`config.mk`:
```
export PLATFORM = sky130hd
export DESIGN_NAME = ipf_lcu_feeder
export DESIGN_NICKNAME = d
export VERILOG_FILES = /design/src/rtl/ipf_pkg.sv /design/src/rtl/ipf_lcu_addr_gen.sv /design/src/rtl/ipf_lcu_feeder.sv
export SDC_FILE = /design/constraint.sdc
export NUM_CORES = 1
export LEC_CHECK = 0
export BUFFER_PORTS_ARGS = -buffer_cell sky130_fd_sc_hd__buf_2
export CAP_MARGIN = 40
export CORE_MARGIN = 1.5
export CORE_UTILIZATION = 33
export CTS_BUF_LIST = sky130_fd_sc_hd__clkbuf_8
export DETAILED_ROUTE_END_ITERATION = 6
export PLACE_DENSITY = 0.54
export SETUP_SLACK_MARGIN = 0.15
export SYNTH_ARGS = -nofsm -noshare
export SYNTH_HDL_FRONTEND = slang
export SYNTH_HIERARCHICAL = 1
export SYNTH_SLANG_ARGS = --single-unit
```
`constraint.sdc`:
```
create_clock -name clk -period 2.9 [get_ports clk]
set_input_delay 0.29 -clock clk [delete_from_list [all_inputs] [get_ports clk]]
set_output_delay 0.29 -clock clk [all_outputs]
set_load 0.05 [all_outputs]
```
`src/rtl/ipf_pkg.sv`:
```
// Shared definitions for the IPF LCU feeder: parameter-word layout, filter
// type encodings, legal LCU sizes and FSM state encoding.
package ipf_pkg;

  localparam int PRM_W        = 24;
  localparam int PRM_TYPE_LSB = 22;
  localparam int PRM_TYPE_W   = 2;
  localparam int PRM_BAND_LSB = 17;
  localparam int PRM_BAND_W   = 5;
  localparam int PRM_WO_LSB   = 16;
  localparam int PRM_OFF_LSB  = 0;
  localparam int PRM_OFF_W    = 16;

  localparam int LCU_IDX_W = 6;
  localparam int LCU_POS_W = 3;

  localparam int LCU_SIZE_S = 16;
  localparam int LCU_SIZE_M = 32;
  localparam int LCU_SIZE_L = 64;

  typedef enum logic [1:0] {
    IPF_OFF  = 2'd0,
    IPF_PO   = 2'd1,
    IPF_WO   = 2'd2,
    IPF_RSVD = 2'd3
  } ipf_type_e;

  // Field order matches the parameter SRAM word, MSB first.
  typedef struct packed {
    logic [PRM_TYPE_W-1:0] ipf_type;
    logic [PRM_BAND_W-1:0] band_pos;
    logic                  wo_class;
    logic [PRM_OFF_W-1:0]  offset;
  } prm_word_t;

  localparam logic [2:0] ST_IDLE   = 3'd0;
  localparam logic [2:0] ST_PRM0   = 3'd1;
  localparam logic [2:0] ST_PRM0_W = 3'd2;
  localparam logic [2:0] ST_STREAM = 3'd3;
  localparam logic [2:0] ST_DRAIN  = 3'd4;
  localparam logic [2:0] ST_DONE   = 3'd5;

  function automatic bit lcu_size_legal(input int s);
    return (s == LCU_SIZE_S) || (s == LCU_SIZE_M) || (s == LCU_SIZE_L);
  endfunction

endpackage

```
`src/rtl/ipf_lcu_addr_gen.sv`:
```
// LCU-major raster walk: col/row inside an LCU, lx/ly across the frame,
// with wrap flags and frame/parameter SRAM address composition.
module ipf_lcu_addr_gen
  import ipf_pkg::*;
#(
  parameter int IMG_W    = 128,
  parameter int LCU_SIZE = 64,
  parameter int N_LCU    = IMG_W / LCU_SIZE,
  parameter int AW       = 14
) (
  input  logic                 clk,
  input  logic                 reset,
  input  logic                 clr,
  input  logic                 adv,
  output logic [AW-1:0]        img_addr,
  output logic [LCU_IDX_W-1:0] lcu_idx,
  output logic [LCU_POS_W-1:0] lx,
  output logic [LCU_POS_W-1:0] ly,
  output logic                 lcu_first_px,
  output logic                 lcu_last,
  output logic                 frame_last_px
);

  localparam int LW = $clog2(LCU_SIZE);
  localparam int PW = AW / 2;
  localparam logic [LW-1:0]        C_MAX = LW'(LCU_SIZE - 1);
  localparam logic [LCU_POS_W-1:0] N_MAX = LCU_POS_W'(N_LCU - 1);

  logic [LW-1:0] col;
  logic [LW-1:0] row;
  logic          col_wrap;
  logic          row_wrap;
  logic          lx_wrap;
  logic [PW-1:0] gx;
  logic [PW-1:0] gy;

  assign col_wrap = (col == C_MAX);
  assign row_wrap = col_wrap && (row == C_MAX);
  assign lx_wrap  = row_wrap && (lx == N_MAX);

  always_ff @(posedge clk or posedge reset) begin
    if (reset) begin
      col <= '0;
      row <= '0;
      lx  <= '0;
      ly  <= '0;
    end else if (clr) begin
      col <= '0;
      row <= '0;
      lx  <= '0;
      ly  <= '0;
    end else if (adv) begin
      col <= col_wrap ? '0 : col + 1'b1;
      if (col_wrap) row <= (row == C_MAX) ? '0 : row + 1'b1;
      if (row_wrap) lx  <= (lx == N_MAX) ? '0 : lx + 1'b1;
      if (lx_wrap)  ly  <= (ly == N_MAX) ? '0 : ly + 1'b1;
    end
  end

  assign gx       = PW'(lx) * PW'(LCU_SIZE) + PW'(col);
  assign gy       = PW'(ly) * PW'(LCU_SIZE) + PW'(row);
  assign img_addr = {gy, gx};
  assign lcu_idx  = LCU_IDX_W'(ly) * LCU_IDX_W'(N_LCU) + LCU_IDX_W'(lx);

  assign lcu_first_px  = (col == '0) && (row == '0);
  assign lcu_last      = (lx == N_MAX) && (ly == N_MAX);
  assign frame_last_px = lx_wrap && (ly == N_MAX);

endmodule

```
`src/rtl/ipf_lcu_feeder.sv`:
```
// IPF upstream feeder: gapless LCU-major pixel stream with per-LCU parameters.
// Optional IPF_FEEDER_PARAM_CHECK_EN adds a sticky prm_err output and sanitises ipf_type.
module ipf_lcu_feeder
  import ipf_pkg::*;
#(
  parameter int IMG_W    = 128,
  parameter int LCU_SIZE = 64,
  parameter int N_LCU    = IMG_W / LCU_SIZE,
  parameter int AW       = 14
) (
  input  logic                 clk,
  input  logic                 reset,
  input  logic                 start,
  output logic                 img_rd,
  output logic [AW-1:0]        img_addr,
  input  logic [7:0]           img_q,
  output logic                 prm_rd,
  output logic [LCU_IDX_W-1:0] prm_addr,
  input  prm_word_t            prm_q,
  output logic                 in_en,
  output logic [7:0]           din,
  output logic [1:0]           ipf_type,
  output logic [4:0]           ipf_band_pos,
  output logic                 ipf_wo_class,
  output logic [15:0]          ipf_offset,
  output logic [2:0]           lcu_x,
  output logic [2:0]           lcu_y,
  output logic                 busy,
`ifdef IPF_FEEDER_PARAM_CHECK_EN
  output logic                 prm_err,
`endif
  output logic                 done
);

  logic [2:0]           state;
  logic [2:0]           state_nxt;
  logic                 start_ok;
  logic                 adv;
  logic                 prefetch;
  logic                 first_px;
  logic                 lcu_last;
  logic                 last_px;
  logic [LCU_IDX_W-1:0] lcu_idx;
  logic [LCU_POS_W-1:0] lx;
  logic [LCU_POS_W-1:0] ly;

  logic                 vld_p0;
  logic                 first_p0;
  logic [LCU_POS_W-1:0] lx_p0;
  logic [LCU_POS_W-1:0] ly_p0;
  logic                 prm_vld_p0;
  prm_word_t            shadow;
  logic                 apply;
  logic [1:0]           type_out;

  ipf_lcu_addr_gen #(
    .IMG_W    (IMG_W),
    .LCU_SIZE (LCU_SIZE),
    .N_LCU    (N_LCU),
    .AW       (AW)
  ) u_addr_gen (
    .clk           (clk),
    .reset         (reset),
    .clr           (start_ok),
    .adv           (adv),
    .img_addr      (img_addr),
    .lcu_idx       (lcu_idx),
    .lx            (lx),
    .ly            (ly),
    .lcu_first_px  (first_px),
    .lcu_last      (lcu_last),
    .frame_last_px (last_px)
  );

  assign start_ok = (state == ST_IDLE) && start;
  assign adv      = (state == ST_STREAM);
  assign prefetch = adv && first_px && !lcu_last;
  assign img_rd   = adv;
  assign prm_rd   = (state == ST_PRM0) || prefetch;
  assign prm_addr = prefetch ? lcu_idx + LCU_IDX_W'(1) : '0;
  assign busy     = (state != ST_IDLE);
  assign done     = (state == ST_DONE);

  always_comb begin
    state_nxt = state;
    case (state)
      ST_IDLE:   if (start) state_nxt = ST_PRM0;
      ST_PRM0:   state_nxt = ST_PRM0_W;
      ST_PRM0_W: state_nxt = ST_STREAM;
      ST_STREAM: if (last_px) state_nxt = ST_DRAIN;
      // Leave once the final read has moved out of stage p0.
      ST_DRAIN:  if (!vld_p0) state_nxt = ST_DONE;
      ST_DONE:   state_nxt = ST_IDLE;
      default:   state_nxt = ST_IDLE;
    endcase
  end

  always_ff @(posedge clk or posedge reset) begin
    if (reset) state <= ST_IDLE;
    else       state <= state_nxt;
  end

  // Stage p0: SRAM data returning, read tags delayed to match
  always_ff @(posedge clk or posedge reset) begin
    if (reset) begin
      vld_p0     <= 1'b0;
      first_p0   <= 1'b0;
      lx_p0      <= '0;
      ly_p0      <= '0;
      prm_vld_p0 <= 1'b0;
      shadow     <= '0;
    end else begin
      vld_p0     <= img_rd;
      first_p0   <= adv && first_px;
      lx_p0      <= lx;
      ly_p0      <= ly;
      prm_vld_p0 <= prm_rd;
      if (prm_vld_p0) shadow <= prm_q;
    end
  end

  assign apply = vld_p0 && first_p0;

`ifdef IPF_FEEDER_PARAM_CHECK_EN
  logic bad_prm;

  assign type_out = (shadow.ipf_type == IPF_RSVD) ? IPF_OFF : shadow.ipf_type;
  assign bad_prm  = (shadow.ipf_type == IPF_RSVD) ||
                    (shadow.band_pos == 5'd0) || (shadow.band_pos == 5'd31);

  always_ff @(posedge clk or posedge reset) begin
    if (reset)                 prm_err <= 1'b0;
    else if (start_ok)         prm_err <= 1'b0;
    else if (apply && bad_prm) prm_err <= 1'b1;
  end
`else
  assign type_out = shadow.ipf_type;
`endif

  // Stage p1: IPF-facing registers; shadow is read here before the
  // concurrent prefetch capture overwrites it.
  always_ff @(posedge clk or posedge reset) begin
    if (reset) begin
      in_en        <= 1'b0;
      din          <= '0;
      ipf_type     <= '0;
      ipf_band_pos <= '0;
      ipf_wo_class <= 1'b0;
      ipf_offset   <= '0;
      lcu_x        <= '0;
      lcu_y        <= '0;
    end else begin
      in_en <= vld_p0;
      if (vld_p0) din <= img_q;
      if (apply) begin
        ipf_type     <= type_out;
        ipf_band_pos <= shadow.band_pos;
        ipf_wo_class <= shadow.wo_class;
        ipf_offset   <= shadow.offset;
        lcu_x        <= lx_p0;
        lcu_y        <= ly_p0;
      end
    end
  end

endmodule
```
After elaboration in Yosys (flattened, before gate mapping) --
Index checks and enable logic that the tools add are counted.
Storage, ports and cells: register bits 93, latch bits 0, bits in writable memories 0, ROM bits 0, bits of input ports 35, word-level logic and storage cells 85, memories kept 0
Operators by class: add/subtract/negate cells 8, multiply operators 0, divide/modulo/power cells 0, order comparisons 0, equal/unequal tests 12, shifts and indexed selects 0, muxes and demuxes 20, bitwise operators 0, reduce and logical (&&, ||, !) cells 23
Operator list (number):
- $mux W6 | 8
- $mux W3 | 11
- $add A6 B1 Y6 const B | 3
- $pmux W3 S5 | 1
- $add A7 B6 Y7 | 2
- $eq A6 B6 Y1 const B | 2
- $logic_not A6 Y1 | 2
- $eq A3 B1 Y1 const B | 3
- $logic_and A1 B1 Y1 | 9
- $reduce_bool A2 Y1 | 4
- $add A3 B1 Y3 const B | 2
- $eq A3 B2 Y1 const B | 2
- $eq A3 B3 Y1 const B | 2
- $reduce_and A2 Y1 | 3
- $add A4 B3 Y5 | 1
- $ne A2 B2 Y1 const B | 2
- $logic_not A3 Y1 | 1
- $reduce_and A3 Y1 | 1
- $reduce_bool A3 Y1 | 1
- $ne A2 B1 Y1 const B | 1
- $logic_not A1 Y1 | 1
- $logic_or A1 B1 Y1 | 1

Logic depth before layout (Yosys ltp) --
Gate-level depths: netlist of the first run.
depth in word-level cells 6, gate-level depth with buffers 7, depth with buffers taken out 7

Cells and area by module --
Netlist of the first run, hierarchy kept.
By module, submodules not included:
- ipf_lcu_feeder | times used 1, cells an instance 181, area an instance 3004.1 um^2, sequential area each 1876.8 um^2
- ipf_lcu_addr_gen | times used 1, cells an instance 124, area an instance 1121.1 um^2, sequential area each 450.4 um^2

Least setup slack after synthesis of the first run --
OpenSTA, ideal clock, no wires.
kind flip-flop to output port, from reg u_addr_gen.ly[0], to out prm_addr[4], data arrival time 2.433 ns, data required time 2.610 ns, setup slack 0.177 ns, stages on the path, launching flop included 7, path through dfrtp_1 > ha_1 > fa_1 > xor2_1 > nand3_1 > xor2_1 > nor2_1
RTL lines:
- start, declared | RTL line ipf_lcu_addr_gen.sv:18 | output logic [LCU_POS_W-1:0] ly,
- start signal, assigned | RTL line ipf_lcu_addr_gen.sv:56 | if (lx_wrap) ly <= (ly == N_MAX) ? '0 : ly + 1'b1;
- $add A4 B3 Y5 | RTL line ipf_lcu_addr_gen.sv:63 | assign lcu_idx = LCU_IDX_W'(ly) * LCU_IDX_W'(N_LCU) + LCU_IDX_W'(lx);
- via lcu_idx[3] | RTL line ipf_lcu_feeder.sv:43 | logic [LCU_IDX_W-1:0] lcu_idx;
- $add A6 B1 Y6 | RTL line ipf_lcu_feeder.sv:80 | assign prm_addr = prefetch ? lcu_idx + LCU_IDX_W'(1) : '0;
- $mux W6 | RTL line ipf_lcu_feeder.sv:80
- end, declared | RTL line ipf_lcu_feeder.sv:18 | output logic [LCU_IDX_W-1:0] prm_addr,
The timed path passes the listed nets, and every way through them passes these cells.

Worst setup path in the final report of the first run --
from reg u_addr_gen.ly[0], to out prm_addr[5]
Same word-level chain as after synthesis.

==> results of run 1 <==
layer usage:
metal / up-vias / GRT usage / wire [µm]
li1: 1267 / - / -
met1: 1317 / 0.1702 / 3859
met2: 74 / 0.2060 / 3734
met3: 9 / 0.03532 / 443
met4: 0 / 0.04198 / 106
met5: - / 0 / 0
what timing repair did:
| action | CTS | global route |
|---|---|---|
| endpoints found under the hold margin | 31 | 0 |
| buffers inserted | 0 | 3 |
| gates resized for setup | 2 | 4 |
| pin swaps | 0 | 2 |
| endpoints found under the setup margin | 1 | 1 |
| hold buffers | 1 | 0 |
area by class of cell:
type / instances / area, µm²
flip-flops and latches: 93 / 2328
well taps: 168 / 210.2
fillers: 1196 / 7118
multi-input cells: 182 / 1617
clock buffers: 9 / 123.9
inverters: 16 / 61.31
clock inverters: 6 / 71.32
repair buffers: 107 / 581.8
cell families (layout without fill, tap and decap cells):
kind of cell             Yosys count  after routing  synth area share
flip-flops                        93             93            0.5641
XOR/XNOR                          11             11           0.02335
buffers and inverters             30            138           0.04701
multiplexers                      62             62            0.1965
adder cells (fa/ha/maj)            8              8           0.02608
AND/OR/NAND/NOR                   75             75            0.1056
AO/OA/AOI/OAI                     25             25           0.03640
other                              1              1         0.0009090
stage by stage:
stage	instance area (µm²)	utilization
finish	4994	0.4123
global route	4994	0.4123
CTS	4961	0.4096
detailed placement	4746	0.3918
global placement	4726	0.3902
floorplan	4125	-
synthesized netlist by cell type, drive strengths merged, types with 2 or more instances:
library cell,number,area share
dfrtp,93,0.56
mux2,62,0.20
nor2,19,0.017
inv,16,0.015
buf,13,0.032
a21oi,12,0.015
nand2,12,0.015
nand3,10,0.013
ha,7,0.021
nor3,7,0.0085
xnor2,6,0.013
and3,5,0.0079
o21ai,5,0.0061
xor2,5,0.011
nand2b,4,0.0061
or4,4,0.0073
and4,3,0.0073
nand4,3,0.0082
o31ai,3,0.0055
nor4,2,0.0030
power breakdown:
group | switching (mW) | total, mW | internal, mW | leakage (nW)
combinational | 0.679 | 0.977 | 0.298 | 1.25
sequential | 0.167 | 1.60 | 1.44 | 1.15
clock | 0.471 | 0.873 | 0.401 | 0.0923
final timing paths:
kind	from	endpoint	slack, ns
setup / recovery	u_addr_gen/ly[0]$_DFFE_PP0P_	prm_addr[5]	0.27
hold / removal	prm_q[13]	shadow[13]$_DFFE_PP0P_	0.15
setup reg to reg	state[2]$_DFFE_PP0P_	u_addr_gen/ly[0]$_DFFE_PP0P_	0.82
hold reg to reg	ly_p0[1]$_DFF_PP0_	lcu_y[1]$_DFFE_PP0P_	0.48
max in group asynchronous	reset	shadow[20]$_DFFE_PP0P_	1.65
min in group asynchronous	reset	ipf_offset[2]$_DFFE_PP0P_	0.53
state kept, by name, summed over array words and instances (netlist names), 5 cells and up:
| register | count |
|---|---|
| u_addr_gen/row | 6 |
| din | 8 |
| ipf_offset | 16 |
| shadow | 22 |
| ipf_band_pos | 5 |
| u_addr_gen/col | 6 |
worst max-delay path, stage by stage (launching register included):
cell and delay [ns]:
dfrtp_1 0.41, ha_2 0.21, fa_2 0.57, nand3_2 0.09, or3_1 0.38, a21oi_2 0.15
buf_6 0.17
==> metrics.md, run 1 <==
| Metric | Value |
|---|---|
| Status | `complete, no violations` |
| EDFF count, synth | `0` |
| Area Overhead vs Synth | `21.05%` |
| Final GP Congestion | `0.7905` |
| Lkg Pwr | `2.490 nW` |
| Final Slew Violations | `0` |
| Most common cell after layout, fill and taps aside | `buf_2` |
| DR WL/cell | `14.02 µm` |
| Vias in the first global route | `2645` |
| Critical Path RT | `2.61 ns` |
| Core area | `12110 µm²` |
| Drt pass-1 iters | `4` |
| Inst Count DP | `562` |
| Peak supply drop | `0.5580 mV` |
| DRT antenna net count | `0` |
| Seq/Total Area, Yosys | `0.5641` |
| Setup violators final | `0` |
| Synth warn | `6` |
| Starting Density | `0.3406` |
| WL final | `8143 µm` |
| Die Wd | `114.8 µm` |
| Average cell area after synthesis | `13.53 µm²` |
| Mapped Area | `4125 µm²` |
| Most frequent cells in the layout | `buf_2, dfrtp_1, mux2_2` |
| Post-Synthesis Cells | `305` |
| Pwr Total | `3.453 mW` |
| Worst Hold Depth | `2` |
| Via count | `2667` |
| Boundary Pins | `98` |
| First-pass GRT wire length | `13100 µm` |
| Clk_skew | `0.01570 ns` |
| Cts bufs inserted | `9` |
| DR DRC count | `0` |
| CTS max path bufs | `2` |
| Worst EP arrival | `2.34 ns` |
| Worst Setup End Kind | `output pin` |
| Largest net degree at the start of global routing | `34` |
| Row cnt | `40` |
| Crit path max fanout | `3` |
| Clk root buf | `clkbuf_8` |
| Via density | `4.590` |
| CTS H-Tree Depth | `3` |
| Final-report hold violation count | `0` |
| Layout cell share with drive strength beyond 1 | `0.4794` |
| Clock Pin Slew Worst Setup and Hold Paths | `0.10 ns` |
| N_diodes | `0` |
| Max-cap violation count | `0` |
| Total gr overflow | `0` |
| Die ar. | `13180 µm²` |
| TNS Setup | `0 ns` |
| Global-route usage over all layers | `0.1286` |
| CTS tree | `built` |
| Min-delay worst type | `input pin to register` |
| HPWL Detailed | `5695 µm` |
| Power per cell area | `691.6 nW/µm²` |
| Min Hold Slack | `0.1461 ns` |
| Number of DRC markers in iteration 0 | `97` |
| Worst-skew pair later-pin latency | `0.36 ns` |
| Minimum clock period | `2.625 ns` |
| Synth Register Bits | `93` |
| Critical path class | `register to output pin` |
| Fin nets | `452` |
| CP Launch Type | `register` |
| Fin crit share | `0.9052` |
| Reg2Reg Depth | `5` |
| Placement Setup Slack | `0.4922 ns` |
| Maximum clock frequency | `0.3809 GHz` |
| Total clock sinks | `93` |
| Number of port buffers | `97` |
| Die H | `114.8 µm` |
| Worst Tran Pin Value | `0.7071 ns` |
| Setup ws final | `0.2749 ns` |
| Relative slew slack | `0.5281` |
| Non-filler instance count after layout | `581` |
| Asr flop ratio synth | `1.000` |
| Post-synthesis net count | `348` |
| Ys flop type | `dfrtp_1` |
| Initial antenna violation count | `0` |
| RSZ-0062 raised after global routing | `no` |
| Count of cell types in the netlist | `46` |
Power figures use the tool's default switching activity.
==> inputs of run 2 (changes only) <==
--- a/config.mk
+++ b/config.mk
@@ -15,5 +15,4 @@
 export SETUP_SLACK_MARGIN = 0.15
 export SYNTH_ARGS = -nofsm -noshare
 export SYNTH_HDL_FRONTEND = slang
-export SYNTH_HIERARCHICAL = 1
 export SYNTH_SLANG_ARGS = --single-unit
==> metrics.md, run 2 <==
| Metric | Value |
|---|---|
| DR WL/cell | `14.84 µm` |
| Number of port buffers | `97` |
| Clock Pin Slew Worst Setup and Hold Paths | `0.10 ns` |
| Largest regs | `shadow: 22 flops, ipf_offset: 16 flops, din: 8 flops` |
| Total gr overflow | `0` |
| Peak supply drop | `0.4465 mV` |
| Layout cell share with drive strength beyond 1 | `0.4805` |
| Mapped Area | `3961 µm²` |
| Crit-path leading delay family | `adder cells` |
| Starting Density | `0.3425` |
| Critical path class | `register to output pin` |
| N_diodes | `0` |
| CTS H-Tree Depth | `3` |
| CP Cell Sequence | `ha_1, fa_2, nand2_1, nor3b_2, o21ai_0, a21oi_1, buf_4` |
| CTS tree | `built` |
| DRT antenna net count | `0` |
| Worst-skew pair later-pin latency | `0.36 ns` |
| Max incr delay on CP | `0.57 ns` |
| WL final | `8209 µm` |
| Setup violators final | `0` |
| Core Util, Final | `0.4189` |
| Area Overhead vs Synth | `22.30%` |
| Final-report hold violation count | `0` |
| Top-count cell post-synth | `dfrtp_1` |
| Die ar. | `12670 µm²` |
| CTS max path bufs | `2` |
| Crit path max fanout | `5` |
| Worst Tran Pin Value | `0.8618 ns` |
| Power per cell area | `872.0 nW/µm²` |
| Maximum clock frequency | `0.3802 GHz` |
| Fin nets | `449` |
| Critical Path RT | `2.61 ns` |
| RSZ-0062 raised after global routing | `no` |
| Design area | `4845 µm²` |
| Global-route usage over all layers | `0.1332` |
| CP Launch Type | `register` |
| Max reg flops | `22` |
| Most frequent cells in the layout | `buf_2, dfrtp_1, mux2_2` |
| Relative slew slack | `0.4228` |
| Synth Register Bits | `93` |
| Die Wd | `112.6 µm` |
| Max-cap violation count | `0` |
| Synth warn | `0` |
| Initial antenna violation count | `0` |
| Average cell area after synthesis | `12.99 µm²` |
| EDFF count, synth | `0` |
| Via count | `2742` |
| Ys flop type | `dfrtp_1` |
| Fin crit share | `0.9070` |
| HPWL Detailed | `5646 µm` |
| TNS Setup | `0 ns` |
| Final GP Congestion | `0.8127` |
| Via density | `4.958` |
| Count of cell types in the netlist | `40` |
| Min Hold Slack | `0.01364 ns` |
| Most common cell after layout, fill and taps aside | `buf_2` |
| Drt pass-1 iters | `6` |
| Post-Synthesis Cells | `305` |
| Total clock sinks | `93` |
| Minimum clock period | `2.630 ns` |
| Commonest cells in the netlist | `dfrtp_1, mux2_2, nand2_1` |
| Placed cell areas | `4606 µm²` |
| Cts bufs inserted | `9` |
| Status | `complete, but fails checks` |
| Worst EP arrival | `2.34 ns` |
| Post-synthesis net count | `348` |
| Core area | `11560 µm²` |
| Number of DRC markers in iteration 0 | `145` |
| Vias in the first global route | `2736` |
| Worst Setup End Kind | `output pin` |
| Die H | `112.6 µm` |
| Clk_skew | `0.01316 ns` |
| Reg with most FFs | `shadow` |
| Failing checks | `design-rule violations` |
| Clk root buf | `clkbuf_8` |
| CP max stage cell | `fa_2` |
| DR DRC count | `9` |
| Yosys top cell area share | `0.5875` |
| Row cnt | `39` |
| Boundary Pins | `98` |
| First-pass GRT wire length | `13300 µm` |
| Area contributors post-synth | `dfrtp_1, mux2_2, ha_1` |
| Lkg Pwr | `2.342 nW` |
| Final Slew Violations | `0` |
| Asr flop ratio synth | `1.000` |
| R2R setup slack | `0.90 ns` |
| Seq/Total Area, Yosys | `0.5875` |
| Min-delay worst type | `input pin to asynchronous set/reset pin` |
| Crit path buf inv count | `1` |
| Cell taking the most area after synthesis | `dfrtp_1` |
| Largest net degree at the start of global routing | `53` |
[run 2: logic make-up (layout without fill, tap and decap cells)]
family	Yosys count	in the layout	share of synthesized area
flip-flops	93	93	0.5875
AND/OR/NAND/NOR	79	79	0.1140
multiplexers	65	65	0.1838
AO/OA/AOI/OAI	32	32	0.04801
buffers and inverters	22	127	0.02622
adder cells (fa/ha/maj)	8	8	0.02716
XOR/XNOR	6	6	0.01327
[run 2: metrics by stage]
| stage | instances | worst slack [ns] | power, mW |
|---|---|---|---|
| final | 553 | 0.2696 | 4.224 |
| after global routing | 553 | 0.1640 | 4.471 |
| after CTS | 551 | 0.1831 | 4.262 |
| after detailed placement | 536 | 0.5466 | 3.392 |
| after global placement | 536 | 0.5752 | 3.349 |
| after floorplan | 305 | 0.1897 | 3.024 |
[run 2: where the power goes]
group	switching, mW	leakage, nW	internal [mW]
combinational	0.976	1.11	0.485
sequential	0.241	1.14	1.66
clock	0.465	0.0923	0.401
total	1.68	2.34	2.54
[run 2: layout make-up]
| type | instances | area [µm²] |
|---|---|---|
| clock buffer | 9 | 123.9 |
| tap | 143 | 178.9 |
| fill | 1105 | 6720 |
| clock inverter | 6 | 71.32 |
| sequential | 93 | 2328 |
| timing repair buffer | 103 | 550.5 |
| multi-input combinational | 190 | 1556 |
| inverter | 9 | 35.03 |
[run 2: repair_timing]
action | 4_1_cts | 5_1_grt
gates resized for setup | 1 | 7
hold buffers | 0 | 0
endpoints found under the hold margin | 0 | 0
setup buffers | 0 | 2
endpoints found under the setup margin | 1 | 4
[run 2: path summary, 6_finish.rpt]
| path | start | to | cells past startpoint |
|---|---|---|---|
| max in group asynchronous | reset | u_addr_gen.lx[1]$_DFFE_PP0P_ | 3 |
| worst min register to register | u_addr_gen.ly[0]$_DFFE_PP0P_ | ly_p0[0]$_DFF_PP0_ | 0 |
| worst max register to register | state[2]$_DFFE_PP0P_ | u_addr_gen.row[5]$_DFFE_PP0P_ | 5 |
| worst max-delay path | u_addr_gen.lx[1]$_DFFE_PP0P_ | prm_addr[4] | 7 |
| min in group clk | prm_q[14] | shadow[14]$_DFFE_PP0P_ | 2 |
| worst min-delay path | reset | u_addr_gen.col[1]$_DFFE_PP0P_ | 2 |
[run 2: metal layers]
| layer | vias to the layer above | wire, µm | track usage |
|---|---|---|---|
| met5 | - | 0 | 0 |
| met4 | 0 | 114 | 0.04388 |
| met3 | 9 | 482 | 0.03672 |
| met2 | 86 | 3835 | 0.2167 |
| met1 | 1381 | 3777 | 0.1726 |
| li1 | 1266 | - | - |
